`config.mk`:
```
export PLATFORM = sky130hd
export DESIGN_NAME = cpu_instr_sequencer
export DESIGN_NICKNAME = d
export VERILOG_FILES = /design/src/rtl/cpu_seq_pkg.sv /design/src/rtl/seq_prog_mem.sv /design/src/rtl/cpu_instr_sequencer.sv
export SDC_FILE = /design/constraint.sdc
export NUM_CORES = 1
export LEC_CHECK = 0
export CORE_MARGIN = 1
export CORE_UTILIZATION = 45
export DETAILED_ROUTE_END_ITERATION = 8
export GPL_TIMING_DRIVEN = 0
export PLACE_DENSITY = 0.7
export SYNTH_ARGS = -nofsm -noshare
export SYNTH_HDL_FRONTEND = slang
export SYNTH_SLANG_ARGS = --single-unit
```
`constraint.sdc`:
```
create_clock -name clk -period 8.4 [get_ports clk]
set_clock_uncertainty 0.05 [all_clocks]
set_input_delay 2.1 -clock clk [delete_from_list [all_inputs] [get_ports clk]]
set_output_delay 2.1 -clock clk [all_outputs]
set_load 0.1 [all_outputs]
```
`src/rtl/cpu_seq_pkg.sv`:
```
// Shared opcode, field and state definitions for the instruction sequencer.
// SEQ_SINGLE_STEP_EN adds the PAUSE state used for single stepping.
package cpu_seq_pkg;

    localparam int OP_HI = 19;
    localparam int OP_LO = 18;

    localparam logic [1:0] OP_HALT  = 2'b00;
    localparam logic [1:0] OP_ALU   = 2'b01;
    localparam logic [1:0] OP_LOAD  = 2'b10;
    localparam logic [1:0] OP_STORE = 2'b11;

`ifdef SEQ_SINGLE_STEP_EN
    typedef enum logic [1:0] {
        S_IDLE,
        S_RUN,
        S_PAUSE,
        S_DONE
    } state_t;
`else
    typedef enum logic [1:0] {
        S_IDLE,
        S_RUN,
        S_DONE
    } state_t;
`endif

    // A hold length of zero still has to drive the word for one cycle.
    function automatic int cyc_fix(input int c);
        return (c < 1) ? 1 : c;
    endfunction

endpackage

```
`src/rtl/seq_prog_mem.sv`:
```
// Program store for the sequencer.
// Synchronous write, asynchronous read, no reset of contents.
module seq_prog_mem #(
    parameter int AW = 4,
    parameter int DW = 20
) (
    input  logic          clk,
    input  logic          we,
    input  logic [AW-1:0] waddr,
    input  logic [DW-1:0] wdata,
    input  logic [AW-1:0] raddr,
    output logic [DW-1:0] rdata
);

    logic [DW-1:0] mem [2**AW];

    always_ff @(posedge clk) begin
        if (we) begin
            mem[waddr] <= wdata;
        end
    end

    assign rdata = mem[raddr];

endmodule

```
`src/rtl/cpu_instr_sequencer.sv`:
```
// Program sequencer driving simple_cpu one instruction at a time.
// SEQ_SINGLE_STEP_EN adds a step input and a PAUSE state between instructions.
module cpu_instr_sequencer
    import cpu_seq_pkg::*;
#(
    parameter int INSTR_WIDTH    = 20,
    parameter int PROG_ADDR_BITS = 4,
    parameter int ALU_CYCLES     = 3,
    parameter int LOAD_CYCLES    = 4,
    parameter int STORE_CYCLES   = 3
) (
    input  logic                      clk,
    input  logic                      rst,
    input  logic                      prog_we,
    input  logic [PROG_ADDR_BITS-1:0] prog_addr,
    input  logic [INSTR_WIDTH-1:0]    prog_data,
    input  logic [PROG_ADDR_BITS:0]   prog_len,
    input  logic                      start,
`ifdef SEQ_SINGLE_STEP_EN
    input  logic                      step,
`endif
    output logic [INSTR_WIDTH-1:0]    instruction,
    output logic [PROG_ADDR_BITS-1:0] pc,
    output logic                      issue,
    output logic                      busy,
    output logic                      done
);

    localparam int AW    = PROG_ADDR_BITS;
    localparam int CA    = cyc_fix(ALU_CYCLES);
    localparam int CL    = cyc_fix(LOAD_CYCLES);
    localparam int CS    = cyc_fix(STORE_CYCLES);
    localparam int CM1   = (CA > CL) ? CA : CL;
    localparam int CMAX  = (CM1 > CS) ? CM1 : CS;
    localparam int CW    = (CMAX > 1) ? $clog2(CMAX) : 1;
    localparam logic [AW:0] DEPTH_L = (AW+1)'(2**AW);

    state_t                 state_q, state_d;
    logic [INSTR_WIDTH-1:0] instr_q, instr_d;
    logic [AW-1:0]          pc_q, pc_d;
    logic [CW-1:0]          cnt_q, cnt_d;
    logic [AW:0]            len_q, len_d;
    logic                   issue_q, issue_d;

    logic                   idle_like;
    logic                   mem_we;
    logic [AW-1:0]          rd_addr;
    logic [INSTR_WIDTH-1:0] rd_data;
    logic [INSTR_WIDTH-1:0] word;
    logic [AW:0]            plen_c;
    logic                   last;
    logic                   fetch;

    function automatic logic [CW-1:0] reload(input logic [1:0] op);
        case (op)
            OP_LOAD:  return CW'(CL - 1);
            OP_STORE: return CW'(CS - 1);
            default:  return CW'(CA - 1);
        endcase
    endfunction

    assign idle_like = (state_q == S_IDLE) || (state_q == S_DONE);
    assign mem_we    = prog_we && idle_like;
    assign rd_addr   = idle_like ? '0 : pc_q + AW'(1);
    assign plen_c    = (prog_len > DEPTH_L) ? DEPTH_L : prog_len;
    assign last      = ({1'b0, pc_q} == len_q - (AW+1)'(1));

    seq_prog_mem #(
        .AW(AW),
        .DW(INSTR_WIDTH)
    ) u_mem (
        .clk  (clk),
        .we   (mem_we),
        .waddr(prog_addr),
        .wdata(prog_data),
        .raddr(rd_addr),
        .rdata(rd_data)
    );

    // A write on the start edge must be visible to the first fetch.
    assign word = (mem_we && prog_addr == rd_addr) ? prog_data : rd_data;

    always_comb begin
        state_d = state_q;
        instr_d = instr_q;
        pc_d    = pc_q;
        cnt_d   = cnt_q;
        len_d   = len_q;
        issue_d = 1'b0;
        fetch   = 1'b0;
        case (state_q)
            S_IDLE, S_DONE: begin
                if (start) begin
                    len_d   = plen_c;
                    pc_d    = '0;
                    instr_d = '0;
                    state_d = S_DONE;
                    fetch   = (plen_c != '0);
                end
            end
            S_RUN: begin
                if (cnt_q != '0) begin
                    cnt_d = cnt_q - CW'(1);
                end else if (last) begin
                    instr_d = '0;
                    state_d = S_DONE;
                end else begin
`ifdef SEQ_SINGLE_STEP_EN
                    state_d = S_PAUSE;
`else
                    fetch = 1'b1;
`endif
                end
            end
`ifdef SEQ_SINGLE_STEP_EN
            S_PAUSE: fetch = step;
`endif
            default: ;
        endcase
        if (fetch) begin
            pc_d = rd_addr;
            if (word[OP_HI:OP_LO] == OP_HALT) begin
                instr_d = '0;
                state_d = S_DONE;
            end else begin
                instr_d = word;
                cnt_d   = reload(word[OP_HI:OP_LO]);
                issue_d = 1'b1;
                state_d = S_RUN;
            end
        end
    end

    always_ff @(posedge clk) begin
        if (rst) begin
            state_q <= S_IDLE;
            instr_q <= '0;
            pc_q    <= '0;
            cnt_q   <= '0;
            len_q   <= '0;
            issue_q <= 1'b0;
        end else begin
            state_q <= state_d;
            instr_q <= instr_d;
            pc_q    <= pc_d;
            cnt_q   <= cnt_d;
            len_q   <= len_d;
            issue_q <= issue_d;
        end
    end

    assign instruction = instr_q;
    assign pc          = pc_q;
    assign issue       = issue_q;
    assign done        = (state_q == S_DONE);
`ifdef SEQ_SINGLE_STEP_EN
    assign busy = (state_q == S_RUN) || (state_q == S_PAUSE);
`else
    assign busy = (state_q == S_RUN);
`endif

endmodule

```
After elaboration in Yosys (flattened, before gate mapping). Memories as Yosys holds them, arrays and structs flattened. Index checks and enable logic that the tools add are counted. W data, S select, Z words.

Flip-flop bits (word level): 34. Bits in writable memories: 320. Input port bits: 33. Output and inout bits: 27. Word-level logic and storage cells: 65. Memories kept: 1.

Memories: u_mem.mem (depth 16, width 20, rd ports 1, clocked after Yosys merged registers in 0, write ports 1, line seq_prog_mem.sv:15) `logic [DW-1:0] mem [2**AW];`.

Add/subtract/negate cells: 3. Magnitude comparators: 1. Equality and inequality tests: 8. Multiplexer cells: 30. Bitwise operators: 1. Reductions and logical operators: 15.

Operators by type and width (count): $mux W20 (6); $pmux W20 S2 (1); $mux W2 (9); $mux W4 (4); $mux W1 (7); $ne A3 B3 Y1 const B (2); $reduce_bool A2 Y1 (3); $eq A4 B5 Y1 (1); $gt A5 B5 Y1 const B (1); $mux W5 (1); $reduce_bool A5 Y1 (1); $sub A5 B1 Y5 const B (1); $add A4 B1 Y4 const B (1); $eq A2 B2 Y1 const B (2); $eq A4 B4 Y1 (1); $logic_not A2 Y1 (2); $pmux W2 S2 (1); $reduce_and A2 Y1 (2); $reduce_and A4 Y1 (1); $reduce_or A2 Y1 (2); $ne A3 B1 Y1 const B (1); $reduce_bool A3 Y1 (1); $eq A2 B1 Y1 const B (1); $logic_and A1 B1 Y1 (2); 4 further kinds (4).

Depth between registers and ports, before layout.
Depth in word-level cells: 10. Depth in mapped cells: 12. Mapped depth without buffers: 9.

By module. A second synthesis with hierarchy kept.

Cell total of the unflattened synthesis: 709. Area total of the unflattened synthesis: 13854.5 um^2.

By module, submodules not included: seq_prog_mem (times used 1, cells an instance 513, area an instance 12130.4 um^2, seq. area each 9609.2 um^2); cpu_instr_sequencer (times used 1, cells an instance 196, area an instance 1724.2 um^2, seq. area each 680.7 um^2).

Worst setup path before layout. Ideal clock, no wire load.

Path kind: input-to-reg. Start point: in prog_we. End point: mem u_mem.mem[4][0], enable pin. Setup time: 0.422 ns. Arrival time: 3.843 ns. Data required time: 7.928 ns. Path slack: 4.084 ns. Stages on the path: 3. Path buffers: 0. Path through: nor2b_1 > nand3b_1 > nor3_1.

Word-level cells in the longest chain between the ends: 3.

RTL lines: start, declared (line cpu_instr_sequencer.sv:14) `input logic prog_we,`; $logic_and A1 B1 Y1 (line cpu_instr_sequencer.sv:63) `assign mem_we = prog_we && idle_like;`; $mux W1 (line seq_prog_mem.sv:18) `if (we) begin`; $mux W1 (implied by the code) (line seq_prog_mem.sv:19) `mem[waddr] <= wdata;`; end, declared (line seq_prog_mem.sv:15).

Every way passes these cells.

Worst setup path in the final report.
Start point: reg state_q[0]. End point: out done.

Word-level cells in the longest chain between the ends: 1.

RTL lines: start, declared (line cpu_instr_sequencer.sv:38) `state_t state_q, state_d;`; start signal, assigned (line cpu_instr_sequencer.sv:143) `state_q <= state_d;`; $eq A2 B2 Y1 (line cpu_instr_sequencer.sv:155) `assign done = (state_q == S_DONE);`; end, declared (line cpu_instr_sequencer.sv:26) `output logic done`.

Every way passes these cells.

==> flow_summary_export.csv <==
group,metric,value,unit
min_path,holdPathEnd,"instruction[11]",
synthesis,synth.avg_cell_area,17.23,µm²
drt,drc_errors,0,
sta,hold_ws,0.4063,ns
power_and_ir_drop,power_density,282.0,nW/µm²
critical_path,criticalPathCategory,"register to output port",
critical_path,r2r_end,"instruction[14]",
power_and_ir_drop,switching_share,0.3064,
floorplanning,coreArea,30030,µm²
placed_design,place_inst,1270,
grt,grt_pass1_vias,8097,
layout,fin_area,16380,µm²
power_and_ir_drop,ir_drop,0.0002151,V
critical_path,crit_chain,"buf_2 -> buf_4 -> clkbuf_1 -> nor2b_1 -> clkdlybuf4s50_1",
clock_tree,postCtsSetupRepairBufs,0,
grt,overflow,0,
layout,area_growth,17.83,%
critical_path,r2r_start,"pc[1]",
sta,drv_slew,0,
floorplanning,ios,60,
clock_tree,clock_latency,0.52,ns
sta,fin_crit,5.150,ns
layout,seqCellArea,10290,µm²
synthesis,ys_seq_area_frac,0.7401,
clock_tree,hold_buffers,0,
synthesis,ys_ff_latch,354,
critical_path,cp.arrival,3.00,ns
drt,avgViaCountPerCell,6.076,
sta,maxSlewHeadroom,0.2558,
power_and_ir_drop,p_comb_frac,0.235,
layout,mostFrequentLayoutCells,"edfxtp_1 (320), nand2_1 (58), clkdlybuf4s50_1 (58)",
flow_run,cap_viol_max_count,0,
synthesis,netlist_area,13900,µm²
clock_tree,cts_max_path_buffers,3,
synthesis,synth_edf_count,320,
synthesis,syn_inst,807,
run_status,status,"complete, no violations",
clock_tree,tritoncts,"yes",
power_and_ir_drop,power_switching,0.001416,W
grt,grt_pass1_wl,49430,µm
clock_tree,cts_resized,0,
placed_design,placed_cell_area,15280,µm²
placed_design,dp_hpwl,21920,µm
synthesis,syn_nets,842,
placed_design,place_congestion,0.8265,
synthesis,yosysWarnings,0,
grt,gr-usage-all-layers,0.2154,
power_and_ir_drop,intPower,0.003204,W
clock_tree,cts.sink_count,354,
power_and_ir_drop,p_clk_frac,0.326,
floorplanning,floorplan.initialDensity,0.4629,
floorplanning,rows,63,
layout,drive_gt1_frac,0.1854,
grt,antenna_found_initial,0,
sta,max_freq,194.2,MHz
layout,multi_input_comb_area,3393,µm²
layout,num_antenna_cells,0,
layout,fin_cells,1334,
drt,firstDrtPassIters,5,
grt,grt_max_degree,24,
power_and_ir_drop,p_seq_frac,0.439,
drt,wirelength,33470,µm
clock_tree,clk_pin_slew,0.06,ns
clock_tree,cts_buffers,35,
layout,nNetsFinal,952,
drt,routedWlPerCell,25.09,µm
min_path,min_path_cells,2,
synthesis,yosys.cell_types.count,54,
placed_design,portBuffers,58,
sta,post-route-period-util,0.6131,
critical_path,reg2reg_depth,11,
critical_path,crit_required,6.25,ns
critical_path,cp-start-kind,"register",
critical_path,crit_fanout,10,
synthesis,synth_ff_type,"edfxtp_1",
drt,num_vias,8105,
layout,n_fill_cell,2342,
power_and_ir_drop,p_total,0.004620,W
sta,fin_tns_setup,0,ns
floorplanning,dieWidth,177.8,µm
layout,final_common_cell,"edfxtp_1",
drt,drt_iter0_markers,1084,
drt,ant_nets,0,
sta,hold_violations,0,
critical_path,cp_slowest_cell,"clkdlybuf4s50_1",
sta,worstMarginPinSlew,1.112,ns
sta,rsz0062_at_grt,"no",
clock_tree,htree_levels,2,
clock_tree,clockRootBuffer,"clkbuf_16",
sta,setup_violations,0,
power_and_ir_drop,p_leak,5.241,nW
floorplanning,dieArea,31600,µm²
synthesis,postSynth.asyncResetShare,0,
critical_path,max_stage_delay,0.99,ns
min_path,hold_start,"instruction[11]",
critical_path,rrSetupSlack,4.66,ns
critical_path,critPathCaptureType,"output port",
min_path,hp-class,"register to register",
floorplanning,die_h,177.8,µm
==> cell families (layout without fill, tap and decap cells) <==
| group | Yosys count | count (layout) | share of synthesized area |
|---|---|---|---|
| AND/OR/NAND/NOR | 151 | 151 | 0.05058 |
| multiplexers | 71 | 71 | 0.09548 |
| flip-flops | 354 | 354 | 0.7401 |
| AO/OA/AOI/OAI | 161 | 161 | 0.08684 |
| buffers and inverters | 60 | 197 | 0.02016 |
| adder cells (fa/ha/maj) | 2 | 2 | 0.001800 |
| XOR/XNOR | 8 | 8 | 0.005040 |
==> per-stage QoR <==
stage,util,setup slack [ns]
6_report,0.5455,3.250
5_1_grt,0.5455,3.185
4_1_cts,0.5455,3.249
3_5_place_dp,0.5086,3.047
3_3_place_gp,0.4985,1.974
2_1_floorplan,-,4.084
==> flip-flops by register name, summed over array words and instances (netlist names) <==
register	cells
cnt_q	2
issue	1
instruction	20
len_q	5
u_mem.mem	320
state_q	2
pc	4
==> synth_stat cells (all sizes together), types with 2 or more instances <==
library cell | n | area share
edfxtp | 320 | 0.69
nand2 | 58 | 0.016
mux4 | 49 | 0.079
nor2 | 41 | 0.011
a221oi | 37 | 0.023
dfxtp | 34 | 0.049
o21ai | 29 | 0.016
clkbuf | 26 | 0.0070
buf | 25 | 0.010
o211ai | 20 | 0.011
o22ai | 20 | 0.0090
mux2i | 19 | 0.014
o31ai | 16 | 0.0086
a21oi | 14 | 0.0050
nand2b | 10 | 0.0045
nor3 | 9 | 0.0032
nand3 | 8 | 0.0029
inv | 7 | 0.0019
nor2b | 5 | 0.0022
xor2 | 5 | 0.0031
nand3b | 4 | 0.0022
nor3b | 4 | 0.0022
o221ai | 4 | 0.0025
a31oi | 3 | 0.0014
and2 | 3 | 0.0014
mux2 | 3 | 0.0024
o21a | 3 | 0.0016
o22a | 3 | 0.0019
xnor2 | 3 | 0.0019
a211oi | 2 | 0.0011
a22oi | 2 | 0.0011
clkinv | 2 | 0.00090
ha | 2 | 0.0018
o31a | 2 | 0.0013
or2 | 2 | 0.00090
or3 | 2 | 0.00090
==> critical path: cells and delay by family, from the launching register on <==
family,cells,cell delay (ns)
flops,1,0.43
buf+inv,4,1.93
simple gates,1,0.11
==> power groups by stage <==
stage | Clock [W] | Sequential [W] | Combinational (W)
global route | 0.00159 | 0.00203 | 0.00114
CTS | 0.00152 | 0.00203 | 0.00109
finish | 0.00151 | 0.00203 | 0.00109
floorplan | 0 | 0.00229 | 0.000533
detailed placement | 0 | 0.00206 | 0.00108
global placement | 0 | 0.00206 | 0.00106
==> cell type report <==
type	instances	area share
Inverter	9	0.002368
Sequential cell	354	0.6281
Timing Repair Buffer	73	0.05033
Buffer	51	0.01474
Multi-Input combinational cell	393	0.2071
Clock buffer	53	0.06194
Clock inverter	11	0.005575
Tap cell	390	0.02979
==> worst max path at each step <==
stage	endpoint	slack (ns)	cells past startpoint	from
4_1_cts	done	3.25	5	state_q[0]
3_3_place_gp	u_mem.mem[4][2]	1.97	4	prog_we
5_1_grt	done	3.18	5	state_q[0]
2_1_floorplan	u_mem.mem[4][0]	4.08	3	prog_we
6_report	done	3.25	5	state_q[0]
3_5_place_dp	instruction[16]	3.05	11	prog_addr[2]
==> per-layer routing <==
metal | track usage | routed length, µm | up-vias
met3 | 0.03106 | 2632 | 72
met4 | 0.07158 | 1003 | 0
met5 | 0 | 0 | -
met2 | 0.3376 | 15600 | 387
li1 | - | - | 3484
met1 | 0.3102 | 14230 | 4162
Note: power is estimated with default switching activity, not from simulation.
